File: src/rtl/midi_note_decoder.sv
// midi_note_decoder: turns the raw MIDI byte stream from the UART receiver into
// single-cycle note-change events for the polyphony dispatcher. Tracks running
// status, maps Note On with velocity 0 to Note Off, skips non-note messages
// byte-accurately and ignores interleaved system real-time bytes.
//
// Optional feature: define MIDI_CHANNEL_FILTER_EN to decode notes only on CHANNEL;
// note messages on other channels are then skipped like 3-byte channel messages.
//
// Ports:
//   clock_50_000_000      system clock, rising edge
//   reset                 asynchronous active-high reset
//   midi_byte             received byte, valid while midi_byte_ready is high
//   midi_byte_ready       one-cycle strobe per received byte
//   note                  {status(1=ON), note_number[6:0], velocity[6:0]}, held
//   note_ready            one-cycle pulse marking a new note
//   running_status_valid  high while a note running status is latched
module midi_note_decoder #(
  parameter int unsigned CHANNEL = 0
) (
  input  logic        clock_50_000_000,
  input  logic        reset,
  input  logic [7:0]  midi_byte,
  input  logic        midi_byte_ready,
  output logic [14:0] note,
  output logic        note_ready,
  output logic        running_status_valid
);

  typedef struct packed {
    logic       status;       // 1 = ON, 0 = OFF
    logic [6:0] note_number;
    logic [6:0] velocity;
  } note_change_t;

  typedef enum logic [2:0] {
    StIdle,
    StNoteD1,
    StNoteD2,
    StSkipD1,
    StSkipD2,
    StSkipSys
  } state_e;

  state_e       state_q, state_d;
  logic         kind_on_q, kind_on_d;     // latched note kind: 1 = Note On
  logic         skip_two_q, skip_two_d;   // skipped message carries two data bytes
  logic [6:0]   note_num_q, note_num_d;
  note_change_t note_q, note_d;
  logic         note_ready_q, note_ready_d;
  logic         rs_valid_q, rs_valid_d;

  logic is_status, is_realtime, is_syscommon, chan_ok;

  assign is_status    = midi_byte[7];
  assign is_realtime  = (midi_byte[7:3] == 5'b11111);
  assign is_syscommon = (midi_byte[7:3] == 5'b11110);

`ifdef MIDI_CHANNEL_FILTER_EN
  assign chan_ok = (midi_byte[3:0] == 4'(CHANNEL));
`else
  logic [3:0] unused_channel;
  assign unused_channel = 4'(CHANNEL);
  assign chan_ok        = 1'b1;
`endif

  always_comb begin
    state_d      = state_q;
    kind_on_d    = kind_on_q;
    skip_two_d   = skip_two_q;
    note_num_d   = note_num_q;
    note_d       = note_q;
    note_ready_d = 1'b0;
    rs_valid_d   = rs_valid_q;

    if (midi_byte_ready) begin
      if (is_realtime) begin
        // Real-time bytes are transparent to the parse.
      end else if (is_syscommon) begin
        state_d    = StSkipSys;
        rs_valid_d = 1'b0;
      end else if (is_status) begin
        // Any channel status aborts a partial message.
        case (midi_byte[6:4])
          3'h0, 3'h1: begin
            if (chan_ok) begin
              state_d    = StNoteD1;
              kind_on_d  = midi_byte[4];
              rs_valid_d = 1'b1;
            end else begin
              state_d    = StSkipD2;
              skip_two_d = 1'b1;
              rs_valid_d = 1'b0;
            end
          end
          3'h4, 3'h5: begin
            state_d    = StSkipD1;
            skip_two_d = 1'b0;
            rs_valid_d = 1'b0;
          end
          default: begin
            state_d    = StSkipD2;
            skip_two_d = 1'b1;
            rs_valid_d = 1'b0;
          end
        endcase
      end else begin
        case (state_q)
          StNoteD1: begin
            note_num_d = midi_byte[6:0];
            state_d    = StNoteD2;
          end
          StNoteD2: begin
            note_d.status      = kind_on_q && (midi_byte[6:0] != 7'd0);
            note_d.note_number = note_num_q;
            note_d.velocity    = midi_byte[6:0];
            note_ready_d       = 1'b1;
            state_d            = StNoteD1;
          end
          // Running status on skipped messages: wrap back to the first data byte.
          StSkipD1: state_d = skip_two_q ? StSkipD2 : StSkipD1;
          StSkipD2: state_d = StSkipD1;
          default:  state_d = state_q;
        endcase
      end
    end
  end

  always_ff @(posedge clock_50_000_000 or posedge reset) begin
    if (reset) begin
      state_q      <= StIdle;
      kind_on_q    <= 1'b0;
      skip_two_q   <= 1'b0;
      note_num_q   <= 7'd0;
      note_q       <= '0;
      note_ready_q <= 1'b0;
      rs_valid_q   <= 1'b0;
    end else begin
      state_q      <= state_d;
      kind_on_q    <= kind_on_d;
      skip_two_q   <= skip_two_d;
      note_num_q   <= note_num_d;
      note_q       <= note_d;
      note_ready_q <= note_ready_d;
      rs_valid_q   <= rs_valid_d;
    end
  end

  assign note                 = note_q;
  assign note_ready           = note_ready_q;
  assign running_status_valid = rs_valid_q;

endmodule

File: config.mk
export PLATFORM = sky130hd
export DESIGN_NAME = midi_note_decoder
export DESIGN_NICKNAME = d
export VERILOG_FILES = /design/src/rtl/midi_note_decoder.sv
export SDC_FILE = /design/constraint.sdc
export NUM_CORES = 1
export LEC_CHECK = 0
export BUFFER_PORTS_ARGS = -buffer_cell sky130_fd_sc_hd__buf_4
export CORE_MARGIN = 2
export CORE_UTILIZATION = 45
export CTS_CLUSTER_SIZE = 14
export DETAILED_ROUTE_END_ITERATION = 8
export PLACE_DENSITY = 0.68
export SLEW_MARGIN = 15
export SYNTH_ARGS = -nofsm -noshare
export SYNTH_HDL_FRONTEND = slang
export SYNTH_SLANG_ARGS = --single-unit
File: constraint.sdc
create_clock -name clock_50_000_000 -period 2 [get_ports clock_50_000_000]
set_input_delay 0.4 -clock clock_50_000_000 [delete_from_list [all_inputs] [get_ports clock_50_000_000]]
set_output_delay 0.4 -clock clock_50_000_000 [all_outputs]
set_load 0.02 [all_outputs]
==> reports/qor.csv, run 1 <==
stage,metric,value,unit
yosys,Mapped Nets,114,
yosys,Async SR Flop Fraction,100.0,%
timing,unrepaired setup endpoints after global routing,no,
setup_path,Slowest Stage Delay on Critical Path,0.49,ns
yosys,xor-xnor portion of the synthesized cell area,0.6648,%
yosys,Synth Area in Compound Gates,10.26,%
die,Die X-Extent,58.11,um
setup_path,Top delay family on crit path,simple AND/OR/NAND/NOR gates,
yosys,Syn. warnings,0,
setup_path,"Arr. time, crit path",1.77,ns
setup_path,Worst setup EP type,flip-flop,
clock_network,CTS tree,done,
timing,Max-slew headroom,71.35,%
yosys,"Top FF cell, synth",dfrtp_1,
timing,Fin. Hold Viols,0,
yosys,top-count cell post-synth,dfrtp_1,
power,Peak VDD IR,1.011,mV
global_route,largest net degree at the start of global routing,30,
clock_network,Num Clock Sinks,29,
setup_path,worst-path fanout max,18,
yosys,mux contribution to synthesized area,19.28,%
yosys,Synth cell types,31,
timing,Worst Skew,0.008206,ns
route,WL per Instance,14.90,um
yosys,Commonest cells post-synth,"dfrtp_1, mux2_2, nand2_1",
yosys,largest family of logic cells by synthesized area,multiplexers,
yosys,cell taking the most area after synthesis,dfrtp_1,
timing,Final Cycle Share,78.01,%
die,die area,3377,um2
clock_network,Post-CTS Setup Bufs,0,
global_route,antenna violations before repair,0,
route,routed vias,881,
placement,IO Port Bufs,27,
die,Starting Density,47.78,%
global_route,met2 Track Usage GR,26.95,%
die,core area,2758,um2
global_route,global routing met1 resource utilization,21.47,%
clock_network,hold_buf cts,0,
route,via density per instance,5.339,
clock_network,clock slew at reported path FFs,0.09,ns
clock_network,Clock Latency Late Sink,0.32,ns
timing,Max Slew Vio Count,0,
timing,final hold slack,0.1372,ns
finish,Synth-to-Final Area Change,21.46,%
yosys,Yosys top cell area share,55.08,%
clock_network,clock tree buffer depth,2,
die,Std-Cell Rows,19,
clock_network,number of gates resized after CTS,0,
status,status,completed,
timing,Setup TNS,0,ns
timing,minimum clock period,1.560,ns
die,io pins,28,
setup_path,Slowest cell on crit path,dfrtp_1,
yosys,"FF+latch count, synth",29,
global_route,met3 global-route usage,4.688,%
timing,Final setup viols,0,
setup_path,Buf/Inv on CP,0,
global_route,vias in the first global route,932,
job,Max Cap Violations,0,
setup_path,crit start category,flip-flop,
route,Iter 0 DRT Violations,28,
timing,Fmax,640.9,MHz
yosys,Post-Syn Area per Cell,12.79,um2
clock_network,Root Driver,clkbuf_4,
global_route,GRT busiest layer,met2,
clock_network,CTS Buf Count,5,
setup_path,CP Cell Sequence,nor3b_4 > nand3_4 > mux2_4,
power,Cell Pwr Density,1443,nW/um2
setup_path,CP Data Required Time,2.21,ns
route,DRT antenna net count,0,
clock_network,htree depth,2,
yosys,sequential fraction of the synthesis area,55.08,%
timing,Worst Max-Slew Pin Slew,0.4253,ns
yosys,"top cells by area, synth","dfrtp_1, mux2_2, mux2_4, o21ai_0, nand2_1",
yosys,"Cell Area, Synth",1318,um2
placement,DP HPWL,1.706,mm
placement,GP Congestion,0.8164,
setup_path,Setup CP Type,flip-flop to flip-flop,
route,DR DRC count,0,
die,Die Y,58.11,um
power,Static Leak,0.7961,nW
route,DR pass1 iterations,4,
global_route,total gr overflow,0,
route,WL final,2.458,mm
yosys,simple-gate share of the synthesized area,10.54,%
global_route,first-pass GRT wire length,4.222,mm
yosys,cells after synthesis,103,
worst_hold_path,Hold/Removal Path Class,input pin to async pin,
finish,Final nets,144,
yosys,Synth Area in Adders,0,%
global_route,Global Route Usage Sum,16.97,%
finish,layout cells sized above 1,45.52,%
yosys,Post-synth EDFFs,0,
finish,# diodes,0,
-- path summary, 6_finish.rpt --
kind / from / to / slack (ns) / cells after the start
setup / recovery: state_q[2] / note[4] / 0.44 / 3
hold / removal: reset / note[0] / 0.14 / 3
setup reg to reg: state_q[2] / note[4] / 0.44 / 3
hold reg to reg: note_num_q[6] / note_num_q[6] / 0.49 / 2
max in group asynchronous: reset / note[13] / 1.59 / 3
min in group clock_50_000_000: midi_byte[0] / note[0] / 0.33 / 2
-- per-stage QoR --
stage / power (mW) / std cells / instance area, um2 / util [%] / worst slack, ns
after global routing: 2.459 / 165 / 1600 / 58.03 / 0.3697
final: 2.309 / 165 / 1600 / 58.03 / 0.4397
after CTS: 2.339 / 165 / 1600 / 58.03 / 0.4407
after global placement: 1.906 / 157 / 1530 / 55.49 / 0.4456
after floorplan: 1.603 / 103 / 1318 / - / 0.5264
after detailed placement: 1.929 / 157 / 1530 / 55.49 / 0.4060
-- power by group --
group,total [mW],internal [mW],switching [mW],leakage (nW)
combinational,0.898,0.480,0.418,0.395
sequential,1.02,0.838,0.177,0.360
clock,0.396,0.203,0.193,0.0413
-- metal layers --
layer  up-vias  share of wire, %
met3         5               4.6
met2        19                49
met4         0               1.5
met5         -                 0
li1        427                 -
met1       430                44
-- flip-flops by register name (all words and copies together), names as in the netlist --
register,flops
kind_on_q,1
running_status_valid,1
state_q,3
note_ready,1
note,15
skip_two_q,1
note_num_q,7
-- final cells by class --
cell class | instances | area, um2
inverters | 5 | 18.77
flip-flops and latches | 29 | 725.7
well taps | 31 | 38.79
clock inverters | 1 | 5.005
multi-input cells | 64 | 536.8
clock buffers | 7 | 65.06
fillers | 243 | 1157
repair buffers | 28 | 210.2
-- worst register-to-register path: stages, from the launching register on --
cell	delay, ns
dfrtp_1	0.49
nor3b_4	0.30
nand3_4	0.28
mux2_4	0.38
-- cells in the final DEF, fill, tap and decap left out, types with 2 or more instances in the layout --
master and instances:
nand2_1 8, mux2_4 5, mux2_2 15, o21ai_0 7, inv_1 5, o221a_2 2
nand3_1 2, clkbuf_4 5, clkbuf_8 2, nor2_1 3, dfrtp_1 29, a21oi_1 4
buf_4 28
-- kinds of logic (layout without fill, tap and decap cells) --
group                     count (synthesis)  after routing
muxes                                    21             21
and+or+nand+nor                          22             22
xor gates and xnor gates                  1              1
buffers and inverters                    10             41
DFF                                      29             29
AOI/OAI and AO/OA                        20             20
Note: power is estimated with default switching activity, not from simulation.
==> inputs of run 2 (changes only) <==
--- a/config.mk
+++ b/config.mk
@@ -10,7 +10,7 @@
 export CORE_UTILIZATION = 45
 export CTS_CLUSTER_SIZE = 14
 export DETAILED_ROUTE_END_ITERATION = 8
-export PLACE_DENSITY = 0.68
+export PLACE_DENSITY = 0.7
 export SLEW_MARGIN = 15
 export SYNTH_ARGS = -nofsm -noshare
 export SYNTH_HDL_FRONTEND = slang
==> constraint.sdc (replaced) <==
create_clock -name clock_50_000_000 -period 1.3 [get_ports clock_50_000_000]
set_input_delay 0.26 -clock clock_50_000_000 [delete_from_list [all_inputs] [get_ports clock_50_000_000]]
set_output_delay 0.26 -clock clock_50_000_000 [all_outputs]
set_load 0.02 [all_outputs]
==> run 2 against run 1 <==
The run now ends with setup timing left. Clock-buffer cell count decreased by 1. Sequential power increased by 51%. Clock power increased by 97%. Register-to-register slack got worse by 0.54 ns. Non-clock buffer count increased by 17. Design area increased by 11%. Critical path depth increased by 1. Combinational power increased by 82%. Worst hold slack improved by 0.037 ns. Core utilization increased by 6.6 points. Final cell count increased by 10%. Sequential share of layout area decreased by 4.5 points.
==> reports/qor.csv, run 2 (synthesis gave the netlist of run 1 again) <==
stage,metric,value,unit,change
timing,unrepaired setup endpoints after global routing,yes,,was no
global_route,Global Route Usage Sum,17.77,%,was 16.97%
status,violated checks,setup timing,,
global_route,total gr overflow,0,,unchanged
placement,DP HPWL,1.871,mm,was 1.706 mm
timing,Max Slew Vio Count,0,,unchanged
clock_network,htree depth,2,,unchanged
global_route,antenna violations before repair,0,,unchanged
setup_path,"Arr. time, crit path",1.62,ns,was 1.77 ns
placement,IO Port Bufs,27,,unchanged
clock_network,CTS Buf Count,5,,unchanged
setup_path,Worst setup EP type,flip-flop,,unchanged
timing,Setup TNS,-1.190,ns,was 0 ns
die,Std-Cell Rows,19,,unchanged
power,Internal,2.632,mW,was 1.521 mW
timing,Final Cycle Share,107.9,%,was 78.01%
setup_path,CP Cell Sequence,nor3b_4 > nand3_4 > buf_12 > mux2_4,,was nor3b_4 > nand3_4 > mux2_4
power,Clk pwr share,19.7,%,was 17.2%
timing,Final WS setup,-0.1022,ns,was 0.4397 ns
setup_path,Setup CP Type,flip-flop to flip-flop,,unchanged
placement,Setup Slack @ Placement,-0.1157,ns,was 0.4060 ns
timing,Max-slew headroom,75.65,%,was 71.35%
setup_path,worst-path fanout max,18,,unchanged
finish,fillcell total,213,,was 243
clock_network,clock tree buffer depth,2,,unchanged
clock_network,Clock Latency Late Sink,0.34,ns,was 0.32 ns
die,Die Y,58.11,um,unchanged
timing,Fin. Hold Viols,0,,unchanged
power,net switching power,1.320,mW,was 0.7881 mW
route,WL per Instance,15.14,um,was 14.90 um
power,Seq pwr share,39.1,%,was 44.0%
power,Peak VDD IR,1.435,mV,was 1.011 mV
worst_hold_path,Hold/Removal Path Class,input pin to flip-flop,,was input pin to async pin
route,DR pass1 iterations,4,,unchanged
finish,"commonest non-fill, non-tap cell in the layout",buf_4,,was dfrtp_1
die,Die X-Extent,58.11,um,unchanged
route,Iter 0 DRT Violations,25,,was 28
finish,Final nets,161,,was 144
power,Static Leak,0.8996,nW,was 0.7961 nW
finish,Synth-to-Final Area Change,35.33,%,was 21.46%
setup_path,Worst R2R Path Depth,4,,was 3
setup_path,CP Data Required Time,1.52,ns,was 2.21 ns
timing,Worst Max-Slew Pin Slew,0.3653,ns,was 0.4253 ns
setup_path,Slowest cell on crit path,dfrtp_1,,unchanged
timing,Final setup viols,19,,was 0
global_route,vias in the first global route,950,,was 932
clock_network,Root Driver,clkbuf_4,,unchanged
finish,# diodes,0,,unchanged
clock_network,clock slew at reported path FFs,0.10,ns,was 0.09 ns
die,io pins,28,,unchanged
route,DRT antenna net count,0,,unchanged
global_route,first-pass GRT wire length,4.416,mm,was 4.222 mm
finish,layout cells sized above 1,54.30,%,was 45.52%
global_route,largest net degree at the start of global routing,30,,unchanged
die,Starting Density,47.78,%,unchanged
setup_path,crit start category,flip-flop,,unchanged
timing,Fmax,713.2,MHz,was 640.9 MHz
route,WL final,2.756,mm,was 2.458 mm
placement,GP Congestion,0.8290,,was 0.8164
finish,most frequent cells in the layout,"buf_4, dfrtp_1, mux2_2",,"was dfrtp_1, buf_4, mux2_2"
setup_path,Slowest Stage Delay on Critical Path,0.42,ns,was 0.49 ns
status,status,"finished, violations left",,was completed
die,core area,2758,um2,unchanged
power,share of total power in combinational logic,41.2,%,was 38.9%
clock_network,Num Clock Sinks,29,,unchanged
power,power consumption,3.951,mW,was 2.309 mW
finish,Largest register FFs,15,,unchanged
power,Switching Fraction,33.40,%,was 34.13%
clock_network,CTS tree,done,,unchanged
route,via density per instance,5.418,,was 5.339
die,die area,3377,um2,unchanged
timing,minimum clock period,1.402,ns,was 1.560 ns
route,routed vias,986,,was 881
power,Cell Pwr Density,2216,nW/um2,was 1443 nW/um2
timing,Worst Skew,0.01170,ns,was 0.008206 ns
worst_hold_path,hold depth,2,,
job,Max Cap Violations,0,,unchanged
route,DR DRC count,0,,unchanged
[run 2: changes by cell type in the layout (fill, tap and decap cells not counted), moves of 2 or more]
cell	delta
buf_4	+15
dfrtp_1	-2
dfrtp_2	+2
o21ai_0	-2
o21ai_1	+2
[run 2: layout make-up]
class / count / area (um2) / share of cell area [%]
repair buffers: 45 / 352.8 / 19.79
clock inverters: 2 / 37.54 / 2.105
well taps: 31 / 38.79 / 2.175
inverters: 5 / 18.77 / 1.053
multi-input cells: 64 / 555.5 / 31.16
flip-flops and latches: 29 / 728.2 / 40.84
clock buffers: 6 / 51.30 / 2.877
[run 2: path summary, 6_finish.rpt]
path,from,endpoint,slack [ns]
setup / recovery,state_q[2],note[3],-0.10
hold / removal,midi_byte[1],note[1],0.17
setup reg to reg,state_q[2],note[3],-0.10
hold reg to reg,running_status_valid,running_status_valid,0.50
max in group asynchronous,reset,state_q[0],0.46
min in group asynchronous,reset,note[9],0.54
[run 2: power by group through the flow]
| stage | clock [mW] | combinational, mW | sequential (mW) |
|---|---|---|---|
| after floorplan | 0 | 0.705 | 1.77 |
| after global placement | 0 | 1.50 | 1.53 |
| after detailed placement | 0 | 1.53 | 1.55 |
| after CTS | 0.799 | 1.55 | 1.55 |
| after global routing | 0.841 | 1.73 | 1.59 |
| final | 0.780 | 1.63 | 1.54 |
[run 2: what timing repair did]
item,CTS,global route
endpoints found under the setup margin,21,23
hold buffers,1,0
buffers inserted,0,2
resized for setup,4,7
pin swaps,0,1
hold endpoints to repair,25,0
[run 2: per-stage QoR]
step                      instances  hold WS (ns)  utilization [%]  area, um2
after floorplan                 103        0.3381                -       1321
after global placement          171        0.3515            59.76       1648
after detailed placement        171        0.3566            59.76       1648
after CTS                       180        0.1654            63.75       1758
after global routing            182        0.1560            64.66       1783
final                           182        0.1738            64.66       1783
[run 2: worst max-delay path: cells and delay by family (launching register included)]
family | cells | cell delay [ns]
buf+inv | 1 | 0.17
flops | 1 | 0.42
mux | 1 | 0.29
simple gates | 2 | 0.40
[run 2: layer usage]
metal	GRT usage, %	wire length, um	vias to the layer above
met5	0	0	-
met4	5.980	48	0
met3	6.250	129	7
met2	27.11	1347	25
met1	23.63	1231	493
li1	-	-	461
==> inputs of run 3 (changes only) <==
--- a/config.mk
+++ b/config.mk
@@ -5,6 +5,7 @@
 export SDC_FILE = /design/constraint.sdc
 export NUM_CORES = 1
 export LEC_CHECK = 0
+export ABC_AREA = 1
 export BUFFER_PORTS_ARGS = -buffer_cell sky130_fd_sc_hd__buf_4
 export CORE_MARGIN = 2
 export CORE_UTILIZATION = 45
==> run 3 against run 2 <==
The run ends with DRC left. Clock skew barely moved. Clock-buffer cell count grew 1. Largest cell class unchanged. Sequential share of layout area is 2.6 points higher. Via count increased by 7.2%. Power is 7.3% lower. Largest power group is now registers. Global-route usage decreased by 0.17 points. Core utilization shrank 4.9 points. Maximum frequency increased by 13%. Combinational power shrank 8%. Synthesized cell count is 47% higher. Synthesized area is 2.0% higher. Final cell count is 20% higher.
==> reports/qor.csv, run 3 <==
stage,metric,value,unit,change
timing,final hold slack,0.2387,ns,was 0.1738 ns
clock_network,clock slew at reported path FFs,0.09,ns,was 0.10 ns
yosys,Async SR Flop Fraction,100.0,%,unchanged
clock_network,CTS tree,done,,unchanged
yosys,"Cell Area, Synth",1344,um2,was 1318 um2
finish,# diodes,0,,unchanged
die,Die X-Extent,58.65,um,was 58.11 um
placement,Setup Slack @ Placement,0.02206,ns,was -0.1157 ns
setup_path,worst-path fanout max,15,,was 18
global_route,first-pass GRT wire length,4.485,mm,was 4.416 mm
yosys,Commonest cells post-synth,"nand2_1, dfrtp_1, o21ai_2",,"was dfrtp_1, mux2_2, nand2_1"
yosys,cells after synthesis,151,,was 103
finish,most frequent cells in the layout,"nand2_1, buf_4, dfrtp_1",,"was buf_4, dfrtp_1, mux2_2"
yosys,top-count cell post-synth,nand2_1,,was dfrtp_1
die,Die Y,58.65,um,was 58.11 um
route,Iter 0 DRT Violations,46,,was 25
global_route,total gr overflow,0,,unchanged
setup_path,Worst setup EP type,flip-flop,,unchanged
clock_network,Clock Latency Late Sink,0.32,ns,was 0.34 ns
yosys,Yosys top cell area share,54.00,%,was 55.08%
setup_path,Setup CP Type,flip-flop to flip-flop,,unchanged
setup_path,CP Data Required Time,1.56,ns,was 1.52 ns
finish,fin cells,219,,was 182
power,Switching Fraction,38.62,%,was 33.40%
route,DRT antenna net count,0,,unchanged
finish,multi-input logic area,534.3,um2,was 555.5 um2
route,WL final,2.550,mm,was 2.756 mm
timing,Fmax,809.0,MHz,was 713.2 MHz
timing,Final Cycle Share,95.08,%,was 107.9%
timing,minimum clock period,1.236,ns,was 1.402 ns
route,via density per instance,4.826,,was 5.418
finish,Final nets,198,,was 161
route,routed vias,1057,,was 986
route,DR DRC count,2,,was 0
die,Starting Density,47.90,%,was 47.78%
yosys,Synth cell types,20,,was 31
finish,Synth-to-Final Area Change,24.67,%,was 35.33%
timing,Max Slew Vio Count,0,,unchanged
die,die area,3439,um2,was 3377 um2
timing,Worst Skew,0.01201,ns,was 0.01170 ns
power,Clk pwr share,16.8,%,was 19.7%
setup_path,CP Cell Sequence,inv_1 > nor3_4 > nand2_4 > nand2_1 > nand2_1 > nand2_1,,was nor3b_4 > nand3_4 > buf_12 > mux2_4
yosys,Syn. warnings,0,,unchanged
timing,Max-slew headroom,76.03,%,was 75.65%
job,Max Cap Violations,0,,unchanged
power,Peak VDD IR,0.9708,mV,was 1.435 mV
yosys,Post-Syn Area per Cell,8.899,um2,was 12.79 um2
power,Seq pwr share,42.3,%,was 39.1%
yosys,"FF+latch count, synth",29,,unchanged
die,core area,2805,um2,was 2758 um2
power,Internal,2.249,mW,was 2.632 mW
finish,register area,728.2,um2,unchanged
clock_network,htree depth,2,,unchanged
clock_network,Num Clock Sinks,29,,unchanged
power,power consumption,3.664,mW,was 3.951 mW
yosys,Post-synth EDFFs,0,,unchanged
timing,Worst Max-Slew Pin Slew,0.3595,ns,was 0.3653 ns
placement,GP Congestion,0.8110,,was 0.8290
global_route,largest net degree at the start of global routing,30,,unchanged
setup_path,Slowest Stage Delay on Critical Path,0.43,ns,was 0.42 ns
die,io pins,28,,unchanged
setup_path,Buf/Inv on CP,1,,unchanged
route,WL per Instance,11.64,um,was 15.14 um
setup_path,most frequent CP cell,nand2_1,,
timing,Fin. Hold Viols,0,,unchanged
power,Cell Pwr Density,2187,nW/um2,was 2216 nW/um2
placement,IO Port Bufs,27,,unchanged
clock_network,Root Driver,clkbuf_4,,unchanged
clock_network,Post-CTS Setup Bufs,0,,unchanged
finish,layout cells sized above 1,35.11,%,was 54.30%
status,violated checks,DRC,,was setup timing
global_route,antenna violations before repair,0,,unchanged
timing,Final setup viols,0,,was 19
global_route,vias in the first global route,1023,,was 950
global_route,Global Route Usage Sum,17.60,%,was 17.77%
placement,DP HPWL,1.849,mm,was 1.871 mm
placement,placed insts,210,,was 171
setup_path,crit start category,flip-flop,,unchanged
setup_path,Top delay family on crit path,simple AND/OR/NAND/NOR gates,,was flip-flops
die,Std-Cell Rows,19,,unchanged
power,net switching power,1.415,mW,was 1.320 mW
timing,Final WS setup,0.06390,ns,was -0.1022 ns
placement,Post-DP Area,1582,um2,was 1648 um2
yosys,sequential fraction of the synthesis area,54.00,%,was 55.08%
clock_network,clock tree buffer depth,2,,unchanged
yosys,"top cells by area, synth","dfrtp_1, nand2_1, o21ai_2, inv_1, buf_6",,"was dfrtp_1, mux2_2, mux2_4, o21ai_0, nand2_1"
yosys,"Top FF cell, synth",dfrtp_1,,unchanged
finish,fillcell total,257,,was 213
setup_path,"Arr. time, crit path",1.50,ns,was 1.62 ns
status,status,"finished, violations left",,unchanged
clock_network,CTS Buf Count,5,,unchanged
route,DR pass1 iterations,6,,was 4
power,Static Leak,0.9256,nW,was 0.8996 nW
yosys,Mapped Nets,162,,was 114
finish,"commonest non-fill, non-tap cell in the layout",nand2_1,,was buf_4
power,share of total power in combinational logic,40.9,%,was 41.2%
finish,final instance area,1675,um2,was 1783 um2
setup_path,Slowest cell on crit path,dfrtp_1,,unchanged
worst_hold_path,Hold/Removal Path Class,input pin to flip-flop,,unchanged
yosys,cell taking the most area after synthesis,dfrtp_1,,unchanged
finish,Largest register FFs,15,,unchanged
## run 3: cell types whose count changed in the layout (fill, tap and decap cells not counted), sizes merged, moves of 2 or more
cell | before | now
nand4 | 0 | 3
nor2 | 3 | 8
o221a | 2 | 0
inv | 5 | 15
o21ai | 7 | 20
clkinv | 0 | 2
a21oi | 4 | 0
mux2 | 20 | 0
nand2 | 8 | 64
buf | 44 | 31
## run 3: power groups by stage
| stage | clock, mW | sequential [mW] | combinational (mW) |
|---|---|---|---|
| floorplan | 0 | 1.82 | 0.670 |
| global placement | 0 | 1.54 | 1.46 |
| detailed placement | 0 | 1.55 | 1.48 |
| CTS | 0.638 | 1.54 | 1.50 |
| global route | 0.675 | 1.60 | 1.66 |
| finish | 0.616 | 1.55 | 1.50 |
## run 3: worst reg2reg max path, cell delays in order (launching register included)
cell and delay, ns:
dfrtp_1 0.43, inv_1 0.12, nor3_4 0.20, nand2_4 0.18
nand2_1 0.14, nand2_1 0.07, nand2_1 0.05
## run 3: logic make-up after synthesis
logic type | count (synthesis) | synth area share [%]
AOI/OAI and AO/OA | 22 | 12.66
buffers and inverters | 19 | 7.076
DFF | 29 | 54.00
and+or+nand+nor | 81 | 26.26
## run 3: timing repair
item / in CTS / in global routing
setup endpoints to repair: 2 / 3
hold buffers: 1 / 0
resized for setup: 1 / 3
endpoints found under the hold margin: 1 / 0
## run 3: per-stage QoR
step / setup TNS, ns / util (%)
CTS: 0 / 59.41
global placement: 0 / 56.38
finish: 0 / 59.72
global route: -0.03344 / 59.72
detailed placement: 0 / 56.38
floorplan: 0 / -
## run 3: final timing paths
kind                         startpoint         end  slack (ns)  depth (start not counted)
setup / recovery             state_q[0]  state_q[0]        0.06                          6
hold / removal             midi_byte[2]     note[2]        0.24                          3
setup reg to reg             state_q[0]  state_q[0]        0.06                          6
hold reg to reg                 note[9]     note[9]        0.48                          2
max in group asynchronous         reset  state_q[1]        0.46                          4
min in group asynchronous         reset     note[6]        0.56                          4
## run 3: final cells by class
class | instances | share of cell area (%)
well taps | 31 | 2.315
flip-flops and latches | 29 | 43.47
inverters | 16 | 3.659
clock buffers | 7 | 3.883
clock inverters | 1 | 0.2987
multi-input cells | 103 | 31.89
repair buffers | 32 | 14.49
## run 3: metal layers
layer	vias to the layer above	global-route usage, %	part of all wire, %
li1	548	-	-
met1	479	23.61	50
met2	26	26.48	43
met3	4	6.593	5.3
met4	0	5.844	1.1
met5	-	0	0
